===== src/rtl/phrase_packer_pkg.sv =====
// Shared helpers for phrase_packer: word-slot bit offsets and the flush keep mask.
package phrase_packer_pkg;

    localparam int MAX_RATIO = 64;

    function automatic int slot_lsb(input int idx, input int ratio, input int word_w, input bit msw_first);
        return msw_first ? (ratio - 1 - idx) * word_w : idx * word_w;
    endfunction

    // Bits 0..count-1 set; only the low RATIO bits are meaningful to callers.
    function automatic logic [MAX_RATIO-1:0] keep_mask(input int count, input int ratio);
        logic [MAX_RATIO-1:0] m;
        m = '0;
        for (int i = 0; i < MAX_RATIO; i++) begin
            m[i] = (i < count) && (i < ratio);
        end
        return m;
    endfunction

endpackage


===== src/rtl/phrase_packer_if.sv =====
// Word-in / phrase-out stream bundle for phrase_packer; keep_out exists only with PHRASE_KEEP_EN.
interface phrase_packer_if #(
    parameter int WORD_W = 16,
    parameter int RATIO  = 8
);
    localparam int PH_W = WORD_W * RATIO;

    logic              valid_in;
    logic              ready_in;
    logic [WORD_W-1:0] data_in;
    logic              newframe_in;
    logic              valid_out;
    logic              ready_out;
    logic [PH_W-1:0]   data_out;
    logic              tuser_out;
`ifdef PHRASE_KEEP_EN
    logic [RATIO-1:0]  keep_out;

    modport master (
        output valid_in, data_in, newframe_in, ready_out,
        input  ready_in, valid_out, data_out, tuser_out, keep_out
    );
    modport slave (
        input  valid_in, data_in, newframe_in, ready_out,
        output ready_in, valid_out, data_out, tuser_out, keep_out
    );
`else
    modport master (
        output valid_in, data_in, newframe_in, ready_out,
        input  ready_in, valid_out, data_out, tuser_out
    );
    modport slave (
        input  valid_in, data_in, newframe_in, ready_out,
        output ready_in, valid_out, data_out, tuser_out
    );
`endif

endinterface


===== src/rtl/phrase_packer_slot_counter.sv =====
// Word-slot counter for phrase_packer: increments with natural wrap, or restarts at one after a flush.
module slot_counter #(
    parameter int WIDTH = 3
) (
    input  logic             clk_i,
    input  logic             rst_i,
    input  logic             incr_i,
    input  logic             load_one_i,
    output logic             wrap_o,
    output logic [WIDTH-1:0] count_o
);

    localparam logic [WIDTH-1:0] ONE = {{(WIDTH-1){1'b0}}, 1'b1};

    logic [WIDTH-1:0] count_q;
    logic [WIDTH-1:0] count_d;

    // next slot index
    always_comb begin
        if (load_one_i) begin
            count_d = ONE;
        end else if (incr_i) begin
            count_d = count_q + ONE;
        end else begin
            count_d = count_q;
        end
    end

    // slot index register
    always_ff @(posedge clk_i or posedge rst_i) begin
        if (rst_i) begin
            count_q <= '0;
        end else begin
            count_q <= count_d;
        end
    end

    assign count_o = count_q;
    assign wrap_o  = (count_q == {WIDTH{1'b1}});

endmodule


===== src/rtl/phrase_packer.sv =====
// N:1 stream width packer: WORD_W-bit words into RATIO-word phrases, partial-phrase flush on newframe.
// Define PHRASE_KEEP_EN to add the registered per-word keep_out mask.
module phrase_packer
    import phrase_packer_pkg::*;
#(
    parameter int                WORD_W    = 16,
    parameter int                RATIO     = 8,
    parameter bit                MSW_FIRST = 1'b1,
    parameter logic [WORD_W-1:0] PAD_WORD  = '0
) (
    input  logic          clk_in,
    input  logic          rst_in,
    phrase_packer_if.slave bus
);

    localparam int PH_W = WORD_W * RATIO;
    localparam int CW   = $clog2(RATIO);
    localparam int LW   = $clog2(PH_W);

    logic [CW-1:0]   count_s;
    logic            wrap_s;
    logic            slot_free_s;
    logic            flush_req_s;
    logic            accept_s;
    logic            take_s;
    logic            flush_s;
    logic [PH_W-1:0] phrase_full_s;
    logic [PH_W-1:0] phrase_pad_s;
    logic [PH_W-1:0] fresh_s;

    logic [PH_W-1:0] acc_q, acc_d;
    logic            pend_tuser_q, pend_tuser_d;
    logic            out_valid_q, out_valid_d;
    logic [PH_W-1:0] out_data_q, out_data_d;
    logic            out_tuser_q, out_tuser_d;
`ifdef PHRASE_KEEP_EN
    logic [RATIO-1:0] out_keep_q, out_keep_d;
`endif

    // A full phrase or a flush needs the output slot; otherwise the word only touches the accumulator.
    assign slot_free_s  = ~out_valid_q | bus.ready_out;
    assign flush_req_s  = bus.newframe_in & (count_s != '0);
    assign bus.ready_in = slot_free_s | ~(wrap_s | flush_req_s);
    assign accept_s     = bus.valid_in & bus.ready_in;
    assign take_s       = out_valid_q & bus.ready_out;
    assign flush_s      = accept_s & flush_req_s;

    slot_counter #(.WIDTH(CW)) u_slot_counter (
        .clk_i      (clk_in),
        .rst_i      (rst_in),
        .incr_i     (accept_s & ~flush_req_s),
        .load_one_i (flush_s),
        .wrap_o     (wrap_s),
        .count_o    (count_s)
    );

    // candidate phrases: current word merged, padded partial, and a fresh phrase for a flush
    always_comb begin
        phrase_full_s = acc_q;
        phrase_full_s[LW'(slot_lsb(int'(count_s), RATIO, WORD_W, MSW_FIRST)) +: WORD_W] = bus.data_in;
        phrase_pad_s = acc_q;
        for (int i = 0; i < RATIO; i++) begin
            phrase_pad_s[LW'(slot_lsb(i, RATIO, WORD_W, MSW_FIRST)) +: WORD_W] =
                (i >= int'(count_s)) ? PAD_WORD : acc_q[LW'(slot_lsb(i, RATIO, WORD_W, MSW_FIRST)) +: WORD_W];
        end
        fresh_s = acc_q;
        fresh_s[LW'(slot_lsb(0, RATIO, WORD_W, MSW_FIRST)) +: WORD_W] = bus.data_in;
    end

    // accumulator, pending frame flag and output register next state
    always_comb begin
        acc_d        = acc_q;
        pend_tuser_d = pend_tuser_q;
        out_valid_d  = out_valid_q;
        out_data_d   = out_data_q;
        out_tuser_d  = out_tuser_q;
`ifdef PHRASE_KEEP_EN
        out_keep_d   = out_keep_q;
`endif
        if (flush_s) begin
            acc_d        = fresh_s;
            pend_tuser_d = 1'b1;
            out_valid_d  = 1'b1;
            out_data_d   = phrase_pad_s;
            out_tuser_d  = pend_tuser_q;
`ifdef PHRASE_KEEP_EN
            out_keep_d   = RATIO'(keep_mask(int'(count_s), RATIO));
`endif
        end else if (accept_s) begin
            acc_d        = phrase_full_s;
            pend_tuser_d = (count_s == '0) ? bus.newframe_in : pend_tuser_q;
            if (wrap_s) begin
                out_valid_d = 1'b1;
                out_data_d  = phrase_full_s;
                out_tuser_d = pend_tuser_q;
`ifdef PHRASE_KEEP_EN
                out_keep_d  = '1;
`endif
            end else begin
                out_valid_d = out_valid_q & ~take_s;
            end
        end else begin
            out_valid_d = out_valid_q & ~take_s;
        end
    end

    // state registers
    always_ff @(posedge clk_in or posedge rst_in) begin
        if (rst_in) begin
            acc_q        <= '0;
            pend_tuser_q <= 1'b0;
            out_valid_q  <= 1'b0;
            out_data_q   <= '0;
            out_tuser_q  <= 1'b0;
`ifdef PHRASE_KEEP_EN
            out_keep_q   <= '0;
`endif
        end else begin
            acc_q        <= acc_d;
            pend_tuser_q <= pend_tuser_d;
            out_valid_q  <= out_valid_d;
            out_data_q   <= out_data_d;
            out_tuser_q  <= out_tuser_d;
`ifdef PHRASE_KEEP_EN
            out_keep_q   <= out_keep_d;
`endif
        end
    end

    assign bus.valid_out = out_valid_q;
    assign bus.data_out  = out_data_q;
    assign bus.tuser_out = out_tuser_q;
`ifdef PHRASE_KEEP_EN
    assign bus.keep_out  = out_keep_q;
`endif

endmodule


===== src/flat_wrapper.sv =====
// flat-port wrapper written by rule: the top's interface ports become plain ports
module phrase_packer_flat import phrase_packer_pkg::*;
#(
    parameter int                WORD_W    = 16,
    parameter int                RATIO     = 8,
    parameter bit                MSW_FIRST = 1'b1,
    parameter logic [WORD_W-1:0] PAD_WORD  = '0
)
  (clk_in, rst_in, bus_valid_in, bus_data_in, bus_newframe_in, bus_ready_out, bus_ready_in, bus_valid_out, bus_data_out, bus_tuser_out);
  phrase_packer_if #(.WORD_W(WORD_W), .RATIO(RATIO)) bus_i ();
  input  logic clk_in;
  input  logic rst_in;
  input wire logic [$bits(bus_i.valid_in)-1:0] bus_valid_in;
  input wire logic [$bits(bus_i.data_in)-1:0] bus_data_in;
  input wire logic [$bits(bus_i.newframe_in)-1:0] bus_newframe_in;
  input wire logic [$bits(bus_i.ready_out)-1:0] bus_ready_out;
  output wire logic [$bits(bus_i.ready_in)-1:0] bus_ready_in;
  output wire logic [$bits(bus_i.valid_out)-1:0] bus_valid_out;
  output wire logic [$bits(bus_i.data_out)-1:0] bus_data_out;
  output wire logic [$bits(bus_i.tuser_out)-1:0] bus_tuser_out;
  assign bus_i.valid_in = bus_valid_in;
  assign bus_i.data_in = bus_data_in;
  assign bus_i.newframe_in = bus_newframe_in;
  assign bus_i.ready_out = bus_ready_out;
  assign bus_ready_in = bus_i.ready_in;
  assign bus_valid_out = bus_i.valid_out;
  assign bus_data_out = bus_i.data_out;
  assign bus_tuser_out = bus_i.tuser_out;
  phrase_packer #(.WORD_W(WORD_W), .RATIO(RATIO), .MSW_FIRST(MSW_FIRST), .PAD_WORD(PAD_WORD)) u_core (.clk_in(clk_in), .rst_in(rst_in), .bus(bus_i));
endmodule

===== config.mk =====
export PLATFORM = sky130hd
export DESIGN_NAME = phrase_packer_flat
export DESIGN_NICKNAME = d
export VERILOG_FILES = /design/src/rtl/phrase_packer_pkg.sv /design/src/rtl/phrase_packer_if.sv /design/src/rtl/phrase_packer_slot_counter.sv /design/src/rtl/phrase_packer.sv /design/src/flat_wrapper.sv
export SDC_FILE = /design/constraint.sdc
export NUM_CORES = 1
export LEC_CHECK = 0
export ABC_AREA = 1
export CORE_MARGIN = 1
export CORE_UTILIZATION = 40
export CTS_CLUSTER_SIZE = 20
export DETAILED_ROUTE_END_ITERATION = 12
export RECOVER_POWER = 50
export SLEW_MARGIN = 40
export SYNTH_ARGS = -nofsm -noshare
export SYNTH_HDL_FRONTEND = slang
export SYNTH_SLANG_ARGS = --single-unit

===== constraint.sdc =====
create_clock -name clk_in -period 11.5 [get_ports clk_in]
set_input_delay 2.3 -clock clk_in [delete_from_list [all_inputs] [get_ports clk_in]]
set_output_delay 2.3 -clock clk_in [all_outputs]
set_load 0.02 [all_outputs]

======== After elaboration in Yosys (flattened, before gate mapping) ========
Index checks and enable logic that the tools add are counted.
cells by class
  add/sub/neg operators ................... 3
  magnitude comparators ................... 3
  equal/unequal tests ..................... 1
  shift-type cells ........................ 2
  multiplexer cells ....................... 18
  bitwise operators ....................... 14
  reductions and logical operators ........ 9
operators with widths
  operator                                                                  number
  128-bit two-way mux                                                       3
  128-bit bitwise mux                                                       1
  16-bit by 8-bit variable shift with 128-bit output, first input constant  1
  16-bit by 8-bit variable part select with 128-bit output                  1
  16-bit two-way mux                                                        3
  3-bit >= comparator, first input constant                                 3
  1-bit two-way mux                                                         9
  7-bit negation with 8-bit output                                          1
  2-bit nonzero test                                                        4
  1-bit bitwise AND                                                         6
  3-bit two-way mux                                                         2
  2-bit AND reduction                                                       3
  1-bit NOT                                                                 5
  3-bit by 1-bit adder with 3-bit output, second input constant             1
  3-bit equality test, second input constant                                1
  3-bit zero test                                                           1
  1-bit bitwise OR                                                          3
  3-bit nonzero test                                                        1
  3-bit subtractor, first input constant                                    1
word-level totals
  register bits after elaboration ......... 262
  input bits .............................. 21
  logic and storage cells ................. 56

======== Longest topological paths before layout ========
  depth after elaboration ................. 9
  gate-level depth with buffers ........... 14
  mapped depth without buffers ............ 11

======== Hierarchy ========
From an unflattened synthesis, not the netlist that was laid out.
second synthesis, totals
  cell total of the unflattened synthesis .. 1,826
  area, all modules ....................... 13,385.3 um2
by module, submodules not included
  module         times used  cells each  area an instance (um2)  seq. area each (um2)
  phrase_packer  1           1,807       13,228.9                6,481.2
  slot_counter   1           19          156.4                   75.1

======== Least setup slack after synthesis ========
Ideal clock, no wire load.
  kind .................................... input to output
  start ................................... in bus_ready_out
  end ..................................... out bus_ready_in
  data arrival time ....................... 2.918 ns
  setup slack ............................. 6.282 ns
  stages on the path ...................... 3
  buffers on the path ..................... 1
  cell sequence ........................... nor2_1 -> nand2_2 -> buf_2
between the ends
  word-level cells in the longest chain between the ends .. 2
ends and longest elaborated chain
  element             line                 source
  start: declaration  flat_wrapper.sv:16   input wire logic [$bits(bus_i.ready_out)-1:0] bus_ready_out;
  1-bit bitwise OR    phrase_packer.sv:41  assign slot_free_s = ~out_valid_q | bus.ready_out;
  1-bit bitwise OR    phrase_packer.sv:43  assign bus.ready_in = slot_free_s | ~(wrap_s | flush_req_s);
  end: declaration    flat_wrapper.sv:17   output wire logic [$bits(bus_i.ready_in)-1:0] bus_ready_in;
Every way passes these cells.

======== Worst setup path in the final report ========
  start ................................... in bus_newframe_in
  end ..................................... out bus_ready_in
between the ends
  word-level cells in the longest chain between the ends .. 4
ends and longest elaborated chain
  element             line                 source
  start: declaration  flat_wrapper.sv:15   input wire logic [$bits(bus_i.newframe_in)-1:0] bus_newframe_in;
  1-bit bitwise AND   phrase_packer.sv:42  assign flush_req_s = bus.newframe_in & (count_s != '0);
  1-bit bitwise OR    phrase_packer.sv:43
  1-bit NOT           phrase_packer.sv:43
  1-bit bitwise OR    phrase_packer.sv:43
Every way passes these cells.

==> metrics <==
Clock Skews=0.01503 ns; hold crit path type=register to register; grt total ovfl=0; Pleak=8.552 nW; IO Port Bufs=151; fraction of layout cells with a size suffix above 1=4.415%; Mapped Avg Cell Area=7.207 µm²; syn nets=1884; top cells by count, synth=nand2_1 (832), dfrtp_1 (262), inv_1 (134), o21ai_0 (100), o21ai_1 (90); Num CTS Buffers=29; GPL Wtd Cong=0.7810; DRC Markers=0; fin cells=2390; ANT cells=0; # rows=66; Tot GR Track Use=23.59%; Root Driver=clkbuf_16; status=finished, violations left; wire length per cell=16.61 µm; Critical Path RT=9.20 ns; # IOs=152; largest net degree at the start of global routing=94; Post-synth EDFFs=0; worst hold stages=2; period utilisation layout=61.35%; initial antenna violation count=0; post-synth top area share=48.96%; Initial DRC Count=1113; post-route setup TNS=0 ns; Slew headroom=-132.0%; fin nets=1953; ys flop type=dfrtp_1; CTS Hold Buffers Added=0; vias after detailed routing=12250; clk sinks=262; final hold vios=0; via/cell ratio=5.127; CTS Buffer Depth=3; #FFs+latches synth=262; failing checks=capacitance limit, slew limit; DRT Pass-1 Iters=5; Worst-path clk slew=0.06 ns; Die Ht=185.0 µm; vias in the first global route=11840; Area growth, synth to finish=20.21%; minimum clock period=7.055 ns; cell with the most instances after synthesis=nand2_1; Routed Antenna Nets=0; post-detail-place hpwl=23290 µm; post-CTS sizing=0; Die Area=0.03421 mm²; global-route wire length before repair=63560 µm; Netlist cell types=24; Syn Inst Count=1858; setup bufs post-CTS=0; Routed WL=39690 µm; fmax=141.7 MHz; DP Cell Count=2338; Slew Viols, Final=123; H-tree levels=1; CTS tree=built; Synthesis Warnings=0; Core Footprint=0.03270 mm²; Worst setup SP type=primary input; Worst VDD drop=0.1539 mV; die width=185.0 µm; critical path class=primary input to output pin; crit path max fanout=35; ys async rst share=100.0%; share of the yosys chip area belonging to registers=48.96%; unrepaired setup endpoints after global routing=false; worst r2r path cells=11; post-synth top area cell=dfrtp_1; Critical Path End Type=output pin; dpl cell area=0.01506 mm²; Max Cap Viol=2; PwrDens=262.3 mW/mm²; dominant cells by area after synthesis=dfrtp_1 (49%), nand2_1 (23%), inv_1 (3.8%), o21ai_0 (3.7%), o21ai_1 (3.4%); Setup Viol. Count Final=0; Crit path arrival time=4.76 ns; Clock Latency Late Sink=0.56 ns; Worst-Margin Slew=3.461 ns; Post-Syn Area=0.01339 mm²; Finished Cell Area=0.01610 mm²; Initial Util=40.95%
==> state kept, by name, indices dropped and copies added, names as in the netlist <==
register and count:
u_core.acc_q 128, u_core.bus.data_out 128, u_core.bus.tuser_out 1, u_core.bus.valid_out 1
u_core.pend_tuser_q 1, u_core.u_slot_counter.count_o 3
==> cell families (layout without fill, tap and decap cells) <==
| kind of cell | Yosys count | in the layout | share of synthesized area (%) |
|---|---|---|---|
| simple gates | 1054 | 1054 | 31.70 |
| compound gates | 273 | 273 | 10.47 |
| buf+inv | 264 | 354 | 8.410 |
| flops | 262 | 262 | 48.96 |
| fa+ha+maj | 5 | 5 | 0.4672 |
==> worst max-delay path: stages <==
cell and delay, ns:
clkdlybuf4s50_1 0.46, nand2_4 0.46, nand2_4 0.14, nand2_2 0.61, clkdlybuf4s50_1 0.76
==> report_power, final <==
| group | leakage [nW] | total, mW | switching (mW) | internal (mW) |
|---|---|---|---|---|
| Clock | 0.516 | 1.02 | 0.390 | 0.629 |
| Sequential | 3.52 | 1.45 | 0.191 | 1.26 |
| Combinational | 4.52 | 1.75 | 1.15 | 0.598 |
==> final timing paths <==
kind,start,end,slack [ns]
setup reg to reg,u_core.u_slot_counter.count_o[0],u_core.acc_q[25],7.33
hold reg to reg,u_core.bus.data_out[91],u_core.bus.data_out[91],0.47
setup / recovery,bus_newframe_in,bus_ready_in,4.44
min in group asynchronous,rst_in,u_core.acc_q[92],3.20
hold / removal,u_core.bus.data_out[91],u_core.bus.data_out[91],0.47
max in group asynchronous,rst_in,u_core.acc_q[17],4.63
==> layout make-up <==
type	count	area, µm²
repair buffers	164	1660
multi-input cells	1332	5754
well taps	442	553.0
fillers	3226	16600
clock buffers	40	857.1
flip-flops and latches	262	6556
clock inverters	12	193.9
inverters	138	521.8
==> routing by layer <==
| metal | global-route usage (%) | wire length (µm) | vias to the layer above |
|---|---|---|---|
| li1 | - | - | 5996 |
| met1 | 33.60 | 18290 | 5816 |
| met2 | 36.81 | 17930 | 367 |
| met3 | 3.126 | 2326 | 74 |
| met4 | 8.165 | 1143 | 0 |
| met5 | 0 | 0 | - |
==> per-stage QoR <==
stage                     power [mW]  hold WS [ns]  worst slack, ns  utilization [%]
after global placement         3.221        0.4620            4.465            45.79
final                          4.222        0.4702            4.445            49.22
after floorplan                2.645        0.4356            1.988                -
after CTS                      4.305        0.4807            4.463            49.27
after detailed placement       3.269        0.4642            4.453            46.06
after global routing           4.535        0.4865            3.693            49.22
==> placed cells by master (no fill, tap or decap), types with 50 or more instances in the layout <==
master and n:
nand2_1 832, dfrtp_1 262, dlygate4sd3_1 118, o21ai_0 100
nor2_1 84, nand4_1 50, nand3_1 69, o21ai_1 90
a21oi_1 65, inv_1 133
No activity file was read; power rests on OpenSTA's default activity.
